--- src/rtl/debug_autobaud_tx.sv ---
// Debug UART transmitter: 8N1/8N2 frames at div*32 clks per bit, with 0x55 training bursts for far-end auto-baud lock.
// Define DEBUG_AUTOBAUD_TX_PARITY_EN to insert an even parity bit after the data bits.
module debug_autobaud_tx #(
  parameter int SYNC_COUNT = 4,
  parameter int STOP_BITS  = 1
) (
  input  logic       clk,
  input  logic       rst_n,
  input  logic       div_wr,
  input  logic [7:0] div_in,
  input  logic       sync_req,
  input  logic [7:0] tx_data,
  input  logic       tx_valid,
  output logic       tx_ready,
  output logic       tx,
  output logic       busy,
  output logic       sync_done
);

  localparam logic [2:0] S_IDLE   = 3'd0;
  localparam logic [2:0] S_START  = 3'd1;
  localparam logic [2:0] S_DATA   = 3'd2;
  localparam logic [2:0] S_STOP   = 3'd4;
`ifdef DEBUG_AUTOBAUD_TX_PARITY_EN
  localparam logic [2:0] S_PARITY = 3'd3;
`endif
  localparam logic [3:0] SYNC_LD   = 4'(SYNC_COUNT);
  localparam logic       STOP_LAST = 1'(STOP_BITS - 1);

  logic [2:0]  state_q, state_d;
  logic [7:0]  div_q, div_d;
  logic [7:0]  pdiv_q, pdiv_d;
  logic        pend_q, pend_d;
  logic [3:0]  scnt_q, scnt_d;
  logic        last_q, last_d;
  logic [12:0] cnt_q, cnt_d;
  logic [2:0]  bidx_q, bidx_d;
  logic        sidx_q, sidx_d;
  logic [7:0]  shift_q, shift_d;
  logic        tx_q, tx_d;
  logic        rdy_q, rdy_d;
  logic        done_q, done_d;
  logic        start_sync, start_data, frame_end, bit_end;
  logic [12:0] bit_ld;

  assign bit_ld     = {div_q, 5'b0} - 13'd1;
  assign bit_end    = (cnt_q == 13'd0);
  assign start_sync = (state_q == S_IDLE) && (scnt_q != 4'd0) && (div_q != 8'd0);
  // rdy_q is never set while training is pending, so training always wins
  assign start_data = (state_q == S_IDLE) && tx_valid && tx_ready;

  always_comb begin
    state_d   = state_q;
    div_d     = div_q;
    pdiv_d    = pdiv_q;
    pend_d    = pend_q;
    scnt_d    = scnt_q;
    last_d    = last_q;
    cnt_d     = cnt_q;
    bidx_d    = bidx_q;
    sidx_d    = sidx_q;
    shift_d   = shift_q;
    tx_d      = tx_q;
    done_d    = 1'b0;
    frame_end = 1'b0;

    case (state_q)
      S_IDLE: begin
        if (start_sync || start_data) begin
          state_d = S_START;
          tx_d    = 1'b0;
          cnt_d   = bit_ld;
          shift_d = start_sync ? 8'h55 : tx_data;
          last_d  = start_sync && (scnt_q == 4'd1);
          if (start_sync) scnt_d = scnt_q - 4'd1;
        end
      end
      S_START: begin
        if (bit_end) begin
          state_d = S_DATA;
          bidx_d  = 3'd0;
          tx_d    = shift_q[0];
          cnt_d   = bit_ld;
        end else cnt_d = cnt_q - 13'd1;
      end
      S_DATA: begin
        if (bit_end) begin
          cnt_d = bit_ld;
          if (bidx_q == 3'd7) begin
`ifdef DEBUG_AUTOBAUD_TX_PARITY_EN
            state_d = S_PARITY;
            tx_d    = ^shift_q;
`else
            state_d = S_STOP;
            tx_d    = 1'b1;
            sidx_d  = 1'b0;
`endif
          end else begin
            bidx_d = bidx_q + 3'd1;
            tx_d   = shift_q[bidx_q + 3'd1];
          end
        end else cnt_d = cnt_q - 13'd1;
      end
`ifdef DEBUG_AUTOBAUD_TX_PARITY_EN
      S_PARITY: begin
        if (bit_end) begin
          state_d = S_STOP;
          tx_d    = 1'b1;
          sidx_d  = 1'b0;
          cnt_d   = bit_ld;
        end else cnt_d = cnt_q - 13'd1;
      end
`endif
      S_STOP: begin
        if (bit_end) begin
          if (sidx_q == STOP_LAST) begin
            state_d   = S_IDLE;
            frame_end = 1'b1;
            done_d    = last_q;
            last_d    = 1'b0;
          end else begin
            sidx_d = 1'b1;
            cnt_d  = bit_ld;
          end
        end else cnt_d = cnt_q - 13'd1;
      end
      default: state_d = S_IDLE;
    endcase

    if (sync_req) begin
      scnt_d = SYNC_LD;
      last_d = 1'b0;
    end

    // Divisor only changes between frames; a write landing on the last stop edge is the newest value
    if (frame_end) begin
      div_d  = div_wr ? div_in : (pend_q ? pdiv_q : div_q);
      pend_d = 1'b0;
    end else if ((state_q == S_IDLE) && !(start_sync || start_data)) begin
      if (div_wr) begin
        div_d  = div_in;
        pend_d = 1'b0;
      end
    end else if (div_wr) begin
      pdiv_d = div_in;
      pend_d = 1'b1;
    end

    rdy_d = (state_d == S_IDLE) && (div_d != 8'd0) && (scnt_d == 4'd0) && !pend_d;
  end

  always_ff @(posedge clk or negedge rst_n) begin
    if (!rst_n) begin
      state_q <= S_IDLE;
      div_q   <= 8'd0;
      pdiv_q  <= 8'd0;
      pend_q  <= 1'b0;
      scnt_q  <= 4'd0;
      last_q  <= 1'b0;
      cnt_q   <= 13'd0;
      bidx_q  <= 3'd0;
      sidx_q  <= 1'b0;
      shift_q <= 8'd0;
      tx_q    <= 1'b1;
      rdy_q   <= 1'b0;
      done_q  <= 1'b0;
    end else begin
      state_q <= state_d;
      div_q   <= div_d;
      pdiv_q  <= pdiv_d;
      pend_q  <= pend_d;
      scnt_q  <= scnt_d;
      last_q  <= last_d;
      cnt_q   <= cnt_d;
      bidx_q  <= bidx_d;
      sidx_q  <= sidx_d;
      shift_q <= shift_d;
      tx_q    <= tx_d;
      rdy_q   <= rdy_d;
      done_q  <= done_d;
    end
  end

  assign tx_ready  = rdy_q & ~sync_req;
  assign tx        = tx_q;
  assign busy      = (state_q != S_IDLE) || (scnt_q != 4'd0);
  assign sync_done = done_q;

endmodule

--- config.mk ---
export PLATFORM = sky130hd
export DESIGN_NAME = debug_autobaud_tx
export DESIGN_NICKNAME = d
export VERILOG_FILES = /design/src/rtl/debug_autobaud_tx.sv
export SDC_FILE = /design/constraint.sdc
export NUM_CORES = 1
export LEC_CHECK = 0
export BUFFER_PORTS_ARGS = -buffer_cell sky130_fd_sc_hd__buf_2
export CORE_MARGIN = 3
export CORE_UTILIZATION = 55
export CTS_CLUSTER_SIZE = 24
export DETAILED_ROUTE_END_ITERATION = 10
export PLACE_DENSITY_LB_ADDON = 0.05
export SYNTH_ARGS = -nofsm -noshare
export SYNTH_HDL_FRONTEND = slang
export SYNTH_SLANG_ARGS = --single-unit
--- constraint.sdc ---
create_clock -name clk -period 5 [get_ports clk]
set_input_delay 0.25 -clock clk [delete_from_list [all_inputs] [get_ports clk]]
set_output_delay 0.25 -clock clk [all_outputs]
set_load 0.05 [all_outputs]
==> flow_summary.yaml <==
synthesis:
  yosys.area_share.simple_pct: 23.8
  synth_compound_area_share_pct: 16.1
  ys_seq_area_share_pct: 46.6
  synth.top_cell.area_share_pct: 45.6
  synth_area_leaders: "dfrtp_1, nand2_1, mux2_2"
  syn_area_um2: 2800
  synth_area_per_cell_um2: 9.26
  ys_top_cells_by_count: "nand2_1, dfrtp_1, nor2_1"
  synth_largest_area_cell: "dfrtp_1"
  ys_async_sr_fraction_pct: 100
  synth_xor_area_share_pct: 2.50
  ys.flop_type: "dfrtp_1"
  synth_most_common_cell: "nand2_1"
  synth_top_family_by_area: "simple AND/OR/NAND/NOR gates"
  synth_nets: 329
  synth_edf_count: 0
  ys_warn_count: 0
  synth-adder-area-share_pct: 2.68
  synthMuxAreaShare_pct: 4.83
  ys_types: 59
  ys_seq_elements: 52
  syn_inst: 302
setup_path:
  critical_path.max_stage_delay_ns: 0.61
  cp_num_buf_inv: 1
  endpoint_kind: "flip-flop"
  cp_top_family: "simple AND/OR/NAND/NOR gates"
  critPathKind: "flip-flop to flip-flop"
  start_kind: "flip-flop"
  crit_required_ns: 5.19
  cpMaxStageDelayCell: "o311a_1"
  path_max_fanout: 19
  path_cells: "inv_1 -> ha_1 -> or4b_4 -> o311a_1 -> nor3b_4 -> o21ai_2 -> o221a_1 -> or4_1 -> o41a_1"
  cp.arrival_ns: 3.78
floorplanning:
  design.core.area_um2: 4820
  die_w_um: 77.3
  die-area_um2: 5980
  io_pins: 25
  initial_core_util_pct: 58.1
  rows: 25
  die_y_um: 77.3
global_route:
  grt_pass1_vias: 2137
  grt_pass1_wl_mm: 10.0
  grt_usage_pct: 20.7
  antenna_found_initial: 0
  overflow: 0
  grt_max_degree: 53
cells_and_area:
  antenna_cells: 0
  stdcell_count: 394
  final_nets: 353
  syn_to_final_growth_pct: 10.4
  utilization_pct: 64.1
  drive_gt1_share_pct: 16.5
sta:
  slew_violations: 0
  setup_viol: 0
  skew_ns: 0.00571
  layout_setup_ws_ns: 1.41
  relSlewSlack_pct: 51.1
  rsz0062_at_grt: "no"
  finalCriticalPeriod_ns: 3.59
  min_period_over_period_pct: 71.9
  worst_pin_slew_ns: 0.733
  tns_ns: 0
  fmax_mhz: 278
  final-hold-violation-count: 0
hold_path:
  hold_path_class: "input port to asynchronous set/reset pin"
drt:
  drc: 0
  num_vias: 2239
  wirelength_mm: 5.79
  avgRoutedWirePerCell_um: 14.7
  drt_iter0_drc: 199
  final_antenna_net_count: 0
  viasPerCell: 5.68
  drt_pre_antenna_iters: 5
outcome:
  outcome: "finished clean"
cts:
  cts_tree: "yes"
  root_buffer: "clkbuf_8"
  cts.sinks: 52
  numCtsBuffers: 5
  clkTransAtPathRegs_ns: 0.10
  cts_resized: 0
  clkLatencyLatePin_ns: 0.30
  post_cts_buffers: 0
  cts_buffer_depth: 2
  htreeDepth: 2
  cts_hold_buffers: 0
pwr:
  p_leak_nw: 1.36
  powerDensity_nw_per_um2: 242
  vdd_drop_max_uv: 165
  total_power_uw: 746
flow_run:
  maxCapViolCount: 0
placement:
  placed_cells: 386
  gp_congestion: 0.872
  port_buffers: 24
  pre_cts_ws_ns: 1.46
  hpwl_mm: 4.19
==> logic make-up after synthesis <==
kind of cell,after synthesis
multiplexers,10
adder cells (fa/ha/maj),6
flip-flops,52
AO/OA/AOI/OAI,67
XOR/XNOR,8
buffers and inverters,24
AND/OR/NAND/NOR,135
==> worst paths after layout <==
check,slack [ns],from,end,cells after the start
hold reg to reg,0.48,tx,tx,2
hold / removal,0.04,rst_n,bidx_q[0],2
setup reg to reg,1.41,div_q[0],rdy_q,9
max in group asynchronous,4.51,rst_n,cnt_q[9],2
min in group clk,0.16,tx_data[6],shift_q[6],3
setup / recovery,1.41,div_q[0],rdy_q,9
==> cell type report <==
cell class | instances | area (um^2)
Timing Repair Buffer | 27 | 143
Clock buffer | 5 | 68.8
Tap cell | 67 | 83.8
Multi-Input combinational cell | 226 | 1400
Clock inverter | 3 | 42.5
Fill cell | 430 | 1730
Sequential cell | 52 | 1300
Inverter | 14 | 52.6
==> stage by stage <==
step           hold WS, ns  cell area (um^2)
4_1_cts             0.0658              3090
3_5_place_dp         0.406              2980
2_1_floorplan      -0.0456              2800
3_3_place_gp         0.408              2980
6_report            0.0409              3090
5_1_grt             0.0832              3090
==> power breakdown <==
group / internal (mW) / switching [mW]
registers: 0.427 / 0.00302
clock network: 0.148 / 0.139
logic: 0.0127 / 0.0162
total: 0.588 / 0.158
==> per-layer routing <==
layer  track usage (%)  part of all wire (%)
met4              7.30                   1.8
met5                 0                     0
met2              33.1                    47
met3              3.17                   2.6
met1              28.8                    49
==> sequential cells by signal, summed over array words and instances (netlist names) <==
name	flops
bidx_q	3
state_q	3
last_q	1
pdiv_q	8
cnt_q	13
tx	1
div_q	8
pend_q	1
rdy_q	1
scnt_q	4
shift_q	8
sync_done	1
==> cell usage in the layout, fill, tap and decap left out, types with 2 or more instances in the layout <==
| cell type | netlist | routed |
|---|---|---|
| inv_1 | 14 | 14 |
| and2_1 | 3 | 3 |
| nor3_1 | 11 | 11 |
| o211ai_1 | 9 | 9 |
| mux4_2 | 2 | 2 |
| or3_1 | 4 | 4 |
| xnor2_1 | 7 | 7 |
| a21oi_1 | 17 | 17 |
| nand3_1 | 7 | 7 |
| mux2_2 | 8 | 8 |
| nand3b_1 | 5 | 5 |
| buf_4 | 0 | 3 |
| ha_1 | 6 | 6 |
| nand2_1 | 58 | 58 |
| clkbuf_8 | 0 | 5 |
| a211oi_1 | 2 | 2 |
| nor3b_1 | 3 | 3 |
| a21o_1 | 2 | 2 |
| a32o_1 | 2 | 2 |
| nand4_1 | 2 | 2 |
| dfrtp_1 | 51 | 51 |
| nor2b_1 | 6 | 6 |
| o22ai_1 | 2 | 2 |
| o21ai_0 | 14 | 14 |
| nor4_1 | 3 | 3 |
| or3b_2 | 2 | 2 |
| buf_2 | 2 | 24 |
| and3_1 | 2 | 2 |
| nor2_1 | 21 | 21 |
Power figures use the tool's default switching activity.
